--- src/rtl/prll_bs_terminal_fifo.sv ---
`default_nettype none
// ============================================================================
// Module   : prll_bs_terminal_fifo
// Purpose  : Terminal-side agent for one port of the parallel bus
//            generator/arbiter. Local user logic fills a TX FIFO that the bus
//            drains through pndng/D_pop/pop. Words the bus delivers on
//            push/D_push go through an address filter into an RX FIFO that
//            local logic drains. Both FIFOs are first-word fall-through.
//
// Ports    : clk            clock, rising edge
//            reset          asynchronous active-low reset
//            tx_valid/tx_data/tx_ready/tx_count   user side of TX FIFO
//            pndng/D_pop/pop                      bus side of TX FIFO
//            push/D_push                          bus delivery into RX
//            rx_valid/rx_data/rx_ready/rx_count   user side of RX FIFO
//            rx_miss_cnt    misaddressed pushes dropped (saturating)
//            rx_ovf_cnt     addressed pushes dropped on RX full (saturating)
//            err_pop_empty  sticky flag, pop seen with TX FIFO empty
//
// Word     : [BITS-1:BITS-8] target, [BITS-9:BITS-16] source,
//            [BITS-17:0] payload
//
// Revision : 1.0  initial release
// ============================================================================
module prll_bs_terminal_fifo #(
    parameter int         BITS      = 32,
    parameter int         DEPTH     = 16,
    parameter logic [7:0] ID        = 8'h00,
    parameter logic [7:0] BROADCAST = 8'hFF
) (
    input  logic                       clk,
    input  logic                       reset,

    // User side, TX
    input  logic                       tx_valid,
    input  logic [BITS-1:0]            tx_data,
    output logic                       tx_ready,
    output logic [$clog2(DEPTH):0]     tx_count,

    // Bus side, TX
    output logic                       pndng,
    output logic [BITS-1:0]            D_pop,
    input  logic                       pop,

    // Bus side, RX
    input  logic                       push,
    input  logic [BITS-1:0]            D_push,

    // User side, RX
    output logic                       rx_valid,
    output logic [BITS-1:0]            rx_data,
    input  logic                       rx_ready,
    output logic [$clog2(DEPTH):0]     rx_count,

    // Status
    output logic [15:0]                rx_miss_cnt,
    output logic [15:0]                rx_ovf_cnt,
    output logic                       err_pop_empty
);

    // ------------------------------------------------------------------------
    // Constants
    // ------------------------------------------------------------------------
    localparam int            c_AW      = $clog2(DEPTH);   // index width
    localparam int            c_PW      = c_AW + 1;        // pointer width incl. wrap bit
    localparam logic [c_PW-1:0] c_PTR_ONE = c_PW'(1);
    localparam logic [15:0]   c_CNT_MAX = 16'hFFFF;

    // ------------------------------------------------------------------------
    // Elaboration-time parameter sanity
    // ------------------------------------------------------------------------
    generate
        if ((DEPTH < 2) || ((DEPTH & (DEPTH - 1)) != 0)) begin : g_bad_depth
            $error("prll_bs_terminal_fifo: DEPTH must be a power of 2 and >= 2");
        end
        if (BITS < 17) begin : g_bad_bits
            $error("prll_bs_terminal_fifo: BITS must leave room for target, source and payload");
        end
    endgenerate

    // ------------------------------------------------------------------------
    // State
    // ------------------------------------------------------------------------
    logic [BITS-1:0] tx_mem_q [DEPTH];
    logic [BITS-1:0] rx_mem_q [DEPTH];

    logic [c_PW-1:0] tx_wr_ptr_q, tx_wr_ptr_d;
    logic [c_PW-1:0] tx_rd_ptr_q, tx_rd_ptr_d;
    logic [c_PW-1:0] rx_wr_ptr_q, rx_wr_ptr_d;
    logic [c_PW-1:0] rx_rd_ptr_q, rx_rd_ptr_d;

    logic [15:0]     rx_miss_cnt_q, rx_miss_cnt_d;
    logic [15:0]     rx_ovf_cnt_q,  rx_ovf_cnt_d;
    logic            err_pop_empty_q, err_pop_empty_d;

    // ------------------------------------------------------------------------
    // Combinational status / control
    // ------------------------------------------------------------------------
    logic            w_tx_empty;
    logic            w_tx_full;
    logic            w_tx_wr_en;
    logic            w_tx_rd_en;
    logic [BITS-1:0] w_tx_word;

    logic            w_rx_empty;
    logic            w_rx_full;
    logic [7:0]      w_rx_addr;
    logic            w_rx_hit;
    logic            w_rx_wr_en;
    logic            w_rx_rd_en;
    logic            w_rx_ovf;
    logic            w_rx_miss;

    // Source field of the user word is replaced with ID, so its incoming
    // value is intentionally discarded.
    logic            w_tx_src_unused;
    assign w_tx_src_unused = ^tx_data[BITS-9:BITS-16];

    // Wrap-bit pointer scheme: equal pointers mean empty, equal indices with
    // differing wrap bits mean full.
    assign w_tx_empty = (tx_wr_ptr_q == tx_rd_ptr_q);
    assign w_tx_full  = (tx_wr_ptr_q[c_AW] != tx_rd_ptr_q[c_AW]) &&
                        (tx_wr_ptr_q[c_AW-1:0] == tx_rd_ptr_q[c_AW-1:0]);

    assign w_rx_empty = (rx_wr_ptr_q == rx_rd_ptr_q);
    assign w_rx_full  = (rx_wr_ptr_q[c_AW] != rx_rd_ptr_q[c_AW]) &&
                        (rx_wr_ptr_q[c_AW-1:0] == rx_rd_ptr_q[c_AW-1:0]);

    // Full is taken from the pre-edge state: a same-cycle pop does not free
    // a slot for a write in that cycle.
    assign w_tx_wr_en = tx_valid && !w_tx_full;
    assign w_tx_rd_en = pop && !w_tx_empty;
    assign w_tx_word  = {tx_data[BITS-1:BITS-8], ID, tx_data[BITS-17:0]};

    assign w_rx_addr  = D_push[BITS-1:BITS-8];
    assign w_rx_hit   = (w_rx_addr == ID) || (w_rx_addr == BROADCAST);
    assign w_rx_wr_en = push && w_rx_hit && !w_rx_full;
    assign w_rx_ovf   = push && w_rx_hit &&  w_rx_full;
    assign w_rx_miss  = push && !w_rx_hit;
    assign w_rx_rd_en = rx_ready && !w_rx_empty;

    // ------------------------------------------------------------------------
    // Next-state
    // ------------------------------------------------------------------------
    always_comb begin
        tx_wr_ptr_d     = tx_wr_ptr_q;
        tx_rd_ptr_d     = tx_rd_ptr_q;
        rx_wr_ptr_d     = rx_wr_ptr_q;
        rx_rd_ptr_d     = rx_rd_ptr_q;
        rx_miss_cnt_d   = rx_miss_cnt_q;
        rx_ovf_cnt_d    = rx_ovf_cnt_q;
        err_pop_empty_d = err_pop_empty_q;

        if (w_tx_wr_en) begin
            tx_wr_ptr_d = tx_wr_ptr_q + c_PTR_ONE;
        end
        if (w_tx_rd_en) begin
            tx_rd_ptr_d = tx_rd_ptr_q + c_PTR_ONE;
        end
        if (pop && w_tx_empty) begin
            err_pop_empty_d = 1'b1;
        end

        if (w_rx_wr_en) begin
            rx_wr_ptr_d = rx_wr_ptr_q + c_PTR_ONE;
        end
        if (w_rx_rd_en) begin
            rx_rd_ptr_d = rx_rd_ptr_q + c_PTR_ONE;
        end
        if (w_rx_miss && (rx_miss_cnt_q != c_CNT_MAX)) begin
            rx_miss_cnt_d = rx_miss_cnt_q + 16'd1;
        end
        if (w_rx_ovf && (rx_ovf_cnt_q != c_CNT_MAX)) begin
            rx_ovf_cnt_d = rx_ovf_cnt_q + 16'd1;
        end
    end

    // ------------------------------------------------------------------------
    // Control registers
    // ------------------------------------------------------------------------
    always_ff @(posedge clk or negedge reset) begin
        if (!reset) begin
            tx_wr_ptr_q     <= '0;
            tx_rd_ptr_q     <= '0;
            rx_wr_ptr_q     <= '0;
            rx_rd_ptr_q     <= '0;
            rx_miss_cnt_q   <= '0;
            rx_ovf_cnt_q    <= '0;
            err_pop_empty_q <= 1'b0;
        end else begin
            tx_wr_ptr_q     <= tx_wr_ptr_d;
            tx_rd_ptr_q     <= tx_rd_ptr_d;
            rx_wr_ptr_q     <= rx_wr_ptr_d;
            rx_rd_ptr_q     <= rx_rd_ptr_d;
            rx_miss_cnt_q   <= rx_miss_cnt_d;
            rx_ovf_cnt_q    <= rx_ovf_cnt_d;
            err_pop_empty_q <= err_pop_empty_d;
        end
    end

    // ------------------------------------------------------------------------
    // Storage arrays: not reset. Stale contents are never visible because the
    // read data is forced to zero whenever the FIFO is empty.
    // ------------------------------------------------------------------------
    always_ff @(posedge clk) begin
        if (w_tx_wr_en) begin
            tx_mem_q[tx_wr_ptr_q[c_AW-1:0]] <= w_tx_word;
        end
        if (w_rx_wr_en) begin
            rx_mem_q[rx_wr_ptr_q[c_AW-1:0]] <= D_push;
        end
    end

    // ------------------------------------------------------------------------
    // Outputs: all derived from registered state only, so there is no
    // combinational path from pop/rx_ready to the head data.
    // ------------------------------------------------------------------------
    assign tx_ready      = !w_tx_full;
    assign tx_count      = tx_wr_ptr_q - tx_rd_ptr_q;
    assign pndng         = !w_tx_empty;
    assign D_pop         = w_tx_empty ? '0 : tx_mem_q[tx_rd_ptr_q[c_AW-1:0]];

    assign rx_valid      = !w_rx_empty;
    assign rx_data       = w_rx_empty ? '0 : rx_mem_q[rx_rd_ptr_q[c_AW-1:0]];
    assign rx_count      = rx_wr_ptr_q - rx_rd_ptr_q;

    assign rx_miss_cnt   = rx_miss_cnt_q;
    assign rx_ovf_cnt    = rx_ovf_cnt_q;
    assign err_pop_empty = err_pop_empty_q;

endmodule
`default_nettype wire

--- config.mk ---
export PLATFORM = sky130hd
export DESIGN_NAME = prll_bs_terminal_fifo
export DESIGN_NICKNAME = d
export VERILOG_FILES = /design/src/rtl/prll_bs_terminal_fifo.sv
export SDC_FILE = /design/constraint.sdc
export NUM_CORES = 1
export LEC_CHECK = 0
export CORE_AREA = 2 2 306 308
export CTS_CLUSTER_DIAMETER = 120
export DETAILED_ROUTE_END_ITERATION = 10
export DIE_AREA = 0 0 308 310
export SYNTH_ARGS = -nofsm -noshare
export SYNTH_HDL_FRONTEND = slang
export SYNTH_SLANG_ARGS = --single-unit
--- constraint.sdc ---
create_clock -name clk -period 6.4 [get_ports clk]
set_clock_uncertainty 0.2 [all_clocks]
set_input_delay 1.28 -clock clk [delete_from_list [all_inputs] [get_ports clk]]
set_output_delay 1.28 -clock clk [all_outputs]
set_load 0.005 [all_outputs]
# Word level (Yosys, flattened, before mapping)
# Memory sizes are Yosys's and may differ from the RTL's.
# Cells that the tools add are included.
dict set report word_totals {
  wordCells 51
  latchBits 0
  out_inout_bits 110
  mem_bits_ro 0
  register_bits 53
  in_bits 70
  ram_bits 896
  memories 2
}
dict set report classes {
  eq_ne 9
  order_cmp 0
  mux 6
  n_mul 0
  bitwise_logic 0
  n_addsub 8
  shift 0
  n_div 0
  n_reduce_logical 19
}
# memory words word_bits read_ports rd_ports_with_merged_regs wr line_no
set mem_list {}
lappend mem_list {rx_mem_q 16 32 1 0 1 85} ;# logic [BITS-1:0] rx_mem_q [DEPTH];
lappend mem_list {tx_mem_q 16 24 1 0 1 84} ;# logic [BITS-1:0] tx_mem_q [DEPTH];
# op n
set op_table {}
lappend op_table {{$mux 32} 2}
lappend op_table {{$add 16x1->16 const B} 2}
lappend op_table {{$ne 16x16->1 const B} 2}
lappend op_table {{$add 5x1->5 const B} 4}
lappend op_table {{$logic_and 1x1->1} 12}
lappend op_table {{$eq 5x5->1} 2}
lappend op_table {{$sub 5x5->5} 2}
lappend op_table {{$eq 4x4->1} 2}
lappend op_table {{$eq 8x8->1 const B} 1}
lappend op_table {{$logic_not 8->1} 1}
lappend op_table {{$logic_not 1->1} 5}
lappend op_table {{$mux 1} 4}
lappend op_table {{$ne 1x1->1} 2}
lappend op_table {{$logic_or 1x1->1} 1}

# Depth between registers and ports, before layout
dict set report logic_depth {
  ltp_word 6
  mapped_depth 12
  depth_no_buf 8
}

# Worst setup path after synthesis
# OpenSTA, ideal clock, no wires.
dict set report synth_path {
  kind {reg2reg}
  from {register rx_rd_ptr_q[1]}
  to {memory rx_mem_q[3][0] (enable)}
  arrival_ns 4.382
  path_stages_with_launch 12
  setup_time_ns 0.461
  required_ns 5.739
  slack_ns 1.357
  path_buffers 4
  synth_period_minus_slack_ns 5.043
  path_cell_list {dfrtp_1 -> clkbuf_1 -> clkbuf_1 -> clkbuf_1 -> inv_1 -> ha_1 -> nand4_1 -> o21ai_0 -> a21oi_1 -> clkbuf_1 -> nand2_1 -> nor3_1}
}
dict set report synth_between {
  elab_chain_len 6
}
# element line_no
set synth_rtl {}
lappend synth_rtl {{start: declaration} 90} ;# logic [c_PW-1:0] rx_rd_ptr_q, rx_rd_ptr_d;
lappend synth_rtl {{start signal: assignment} 194} ;# rx_rd_ptr_q <= rx_rd_ptr_d;
lappend synth_rtl {{$eq 4x4->1} 127} ;# (rx_wr_ptr_q[c_AW-1:0] == rx_rd_ptr_q[c_AW-1:0]);
lappend synth_rtl {{$logic_and 1x1->1} 126} ;# assign w_rx_full = (rx_wr_ptr_q[c_AW] != rx_rd_ptr_q[c_AW]) &&
lappend synth_rtl {{$logic_not 1->1} 137} ;# assign w_rx_wr_en = push && w_rx_hit && !w_rx_full;
lappend synth_rtl {{$logic_and 1x1->1} 137}
lappend synth_rtl {{$mux 1} 209} ;# if (w_rx_wr_en) begin
lappend synth_rtl {{$mux 1 (implied by the code)} 210} ;# rx_mem_q[rx_wr_ptr_q[c_AW-1:0]] <= D_push;
lappend synth_rtl {{end: declaration} 85}
# Every way passes these cells.

# Worst setup path after layout
dict set report layout_path {
  from {register tx_rd_ptr_q[2]}
  to {output D_pop[25]}
}
dict set report layout_between {
  elab_chain_len 2
  elab_cells_between_ends 3
  classes_between {1 x eq/ne; 1 x mux; 1 x memory}
}
# element line_no
set layout_rtl {}
lappend layout_rtl {{start: declaration} 88} ;# logic [c_PW-1:0] tx_rd_ptr_q, tx_rd_ptr_d;
lappend layout_rtl {{start signal: assignment} 192} ;# tx_rd_ptr_q <= tx_rd_ptr_d;
lappend layout_rtl {{$mem_v2 16x24 or $eq 5x5->1 (tied branches)} n/a}
lappend layout_rtl {{$mux 32 *} 221} ;# assign D_pop = w_tx_empty ? '0 : tx_mem_q[tx_rd_ptr_q[c_AW-1:0]];
lappend layout_rtl {{end: declaration} 42} ;# output logic [BITS-1:0] D_pop,
# Every way passes the cells marked *; elsewhere a longest branch is shown, timed or not.

==> qor.json <==
{
  "power_and_ir_drop": {
    "power_mw": 18.4,
    "ir_drop_v": 0.000577,
    "power.clock.fraction": 0.298,
    "cellInternalPower_mw": 13.0,
    "leakagePower_nw": 13.7,
    "power.switching_fraction": 0.291,
    "p_per_area_nw_per_um2": 428,
    "p_seq_frac": 0.407,
    "combinationalPowerShare": 0.295,
    "power.net_switching_mw": 5.34
  },
  "placed_design": {
    "placed_area_um2": 39800,
    "place.gp.congestion": 0.750,
    "hpwl_dp_um": 43200,
    "io_buffer_count": 163,
    "place_ws_ns": 1.55
  },
  "global_routing": {
    "global_route.usage.met1": 0.228,
    "global_route.usage.total": 0.172,
    "met2_track_utilization_from_global_routing": 0.290,
    "via_count_of_the_first_global_routing_pass": 18600,
    "globalRoute.totalOverflow": 0,
    "groute.layer.met3.usage": 0.0320,
    "maximum_number_of_pins_on_one_net_before_global_route_repair": 100,
    "grt_antenna_before_repair": 6,
    "global_route.peak_usage_layer": "met2",
    "grt_first_pass_wirelength_um": 120000
  },
  "worst_hold_path": {
    "timing.hold.worst_path_depth": 1,
    "hold_path_class": "register to register"
  },
  "sta": {
    "setup-tns-final_ns": 0,
    "fin_crit_ns": 5.34,
    "rsz0062_at_grt": "false",
    "number_of_failing_hold_endpoints_at_the_final_stage": 0,
    "finalWorstSetupSlack_ns": 1.06,
    "slew_viol_final": 0,
    "setup_viol_count_final": 0,
    "worst_margin_pin_slew_ns": 1.20,
    "final.period_utilization": 0.834,
    "maxSlewHeadroom": 0.198,
    "fmaxAchievable_ghz": 0.187
  },
  "run": {
    "max-cap-violations": 0
  },
  "yosys": {
    "synth.cell_area_um2": 36700,
    "synth-async-reset-ratio": 0.0558,
    "synthTopCellsByArea": "edfxtp_1, mux4_2, dfrtp_1",
    "synth_seq_cells": 949,
    "synthesis.area_per_instance_um2": 21.5,
    "synth.top_cell.area_share": 0.734,
    "synth_top_area_cell": "edfxtp_1",
    "synth_edf_count": 896,
    "netlist-cell-type-count": 39,
    "ys_warn_count": 0,
    "netlist_instances": 1703,
    "synth_sequential_area_ratio": 0.770,
    "synth_ff_type": "edfxtp_1"
  },
  "final_layout": {
    "post_route_cells_drive_above_1_share": 0.223,
    "areaGrowthSynthToFinish_pct": 17.1,
    "area_occupied_by_multi_input_gates_um2": 8020,
    "finish.instance_area_um2": 42900,
    "mostFrequentLayoutCell": "edfxtp_1",
    "utilization": 0.464,
    "nFillCells": 7619,
    "finish.net_count": 2011,
    "final_cell_mix": "edfxtp_1, mux4_2, clkdlybuf4s50_1",
    "area_used_by_sequential_logic_in_the_layout_um2": 28200
  },
  "floorplan": {
    "core_area_um2": 92500,
    "die_height_um": 310,
    "rows": 112,
    "floorplan.initialDensity": 0.396,
    "floorplan.die.width_um": 308,
    "ioPinCount": 180,
    "fp.dieArea_um2": 95500
  },
  "setup_path": {
    "timing.critical_path.depth": 7,
    "crit_path_end_kind": "output pin",
    "worstSetupPathType": "register to output pin",
    "crit_arrival_ns": 3.86,
    "cpPeakStageDelay_ns": 0.81,
    "timing.critical_path.fanout_max": 38,
    "worst_path_dominant_cell_family": "buffers and inverters",
    "worstSetupStartpointType": "register",
    "worst_ep_required_time_ns": 4.92,
    "critical_path.slowest_cell": "dfrtp_4",
    "worst_reg2reg_path_depth": 7,
    "crit_buf_inv": 3,
    "path_cells": "inv_1, ha_1, and4_1, nor2b_2, buf_4, a21oi_1, clkdlybuf4s50_1"
  },
  "route": {
    "drt_pass1_iterations": 5,
    "drc": 0,
    "total_via_count_after_detailed_routing": 17700,
    "post_drt_wl_per_cell_um": 25.6,
    "detailed_route_iter0_violations": 1756,
    "drt-vias-per-instance": 5.53,
    "detail_route.wirelength_um": 81800,
    "antenna_left": 0
  },
  "run_status": {
    "status": "complete, no violations"
  },
  "clocking": {
    "htree_levels": 3,
    "clk_latency_ns": 0.70,
    "clock_tree_from_tritoncts": "done",
    "cts_buffers": 97,
    "postCtsHoldBufs": 0,
    "ctsResizeCount": 0,
    "clockBufferDepth": 3,
    "cts_setup_buffers": 0,
    "cts.sink_count": 949,
    "ctsRootBufferMaster": "clkbuf_16",
    "clk_pin_slew_worst_paths_ns": 0.06
  }
}
==> worst paths after layout <==
kind / from / endpoint / slack [ns]
max in group asynchronous: reset / rx_rd_ptr_q[1] / 4.91
hold reg to reg: err_pop_empty / err_pop_empty / 0.27
setup / recovery: tx_rd_ptr_q[2] / D_pop[25] / 1.06
setup reg to reg: tx_rd_ptr_q[2] / tx_mem_q[13][11] / 2.40
min in group asynchronous: reset / tx_rd_ptr_q[4] / 0.53
hold / removal: err_pop_empty / err_pop_empty / 0.27
==> worst reg2reg max path, delay by kind of cell, from the launching register on <==
kind / cells / cell delay [ns]
simple gates: 3 / 1.34
flops: 1 / 0.81
buf+inv: 2 / 0.51
compound gates: 1 / 0.45
fa+ha+maj: 1 / 0.36
==> layer usage <==
layer,vias up,wire length (µm)
met1,9480,34200
met5,-,53
met3,127,4560
met4,8,2050
met2,522,40900
li1,7566,-
==> logic make-up (layout without fill, tap and decap cells) <==
| family | after synthesis | after routing | synth area share |
|---|---|---|---|
| XOR/XNOR | 52 | 52 | 0.0124 |
| buffers and inverters | 113 | 405 | 0.0134 |
| flip-flops | 949 | 949 | 0.770 |
| AND/OR/NAND/NOR | 153 | 153 | 0.0233 |
| adder cells (fa/ha/maj) | 22 | 22 | 0.00792 |
| AO/OA/AOI/OAI | 184 | 184 | 0.0334 |
| other | 1 | 10 | 0.000102 |
| multiplexers | 229 | 229 | 0.139 |
==> state kept, by name (all words and copies together), names as in the netlist <==
name,cells
err_pop_empty,1
rx_mem_q,512
rx_miss_cnt,16
rx_ovf_cnt,16
rx_rd_ptr_q,5
rx_wr_ptr_q,5
tx_mem_q,384
tx_rd_ptr_q,5
tx_wr_ptr_q,5
==> synth_stat cells, types with 15 or more instances <==
master    number
a21oi_1       61
a22oi_1      112
and3_1        28
buf_2         24
clkbuf_1      53
dfrtp_1       53
edfxtp_1     896
ha_1          20
inv_1         21
mux4_2       224
nand2_1       24
nand3_1       15
nor2_1        19
nor3_1        19
xnor2_1       20
xor2_1        32
==> power by group through the flow <==
stage	sequential [mW]	clock [mW]	combinational, mW
floorplan	7.38	0	3.27
global placement	7.59	0	5.48
detailed placement	7.62	0	5.49
CTS	7.49	5.58	5.52
global route	7.53	5.81	5.82
finish	7.48	5.47	5.41
==> area by class of cell <==
type / instances / share of cell area
Antenna cell: 2 / 0.000117
Clock buffer: 111 / 0.0578
Clock inverter: 71 / 0.0149
Inverter: 21 / 0.00184
Multi-Input combinational cell: 648 / 0.187
Sequential cell: 949 / 0.658
Tap cell: 1197 / 0.0349
Timing Repair Buffer: 202 / 0.0456
==> stage by stage <==
| step | hold WS, ns | std cells |
|---|---|---|
| after floorplan | 0.251 | 1710 |
| after global placement | 0.245 | 3017 |
| after detailed placement | 0.255 | 3017 |
| after CTS | 0.274 | 3199 |
| after global routing | 0.298 | 3201 |
| final | 0.267 | 3201 |
Power figures use the tool's default switching activity.
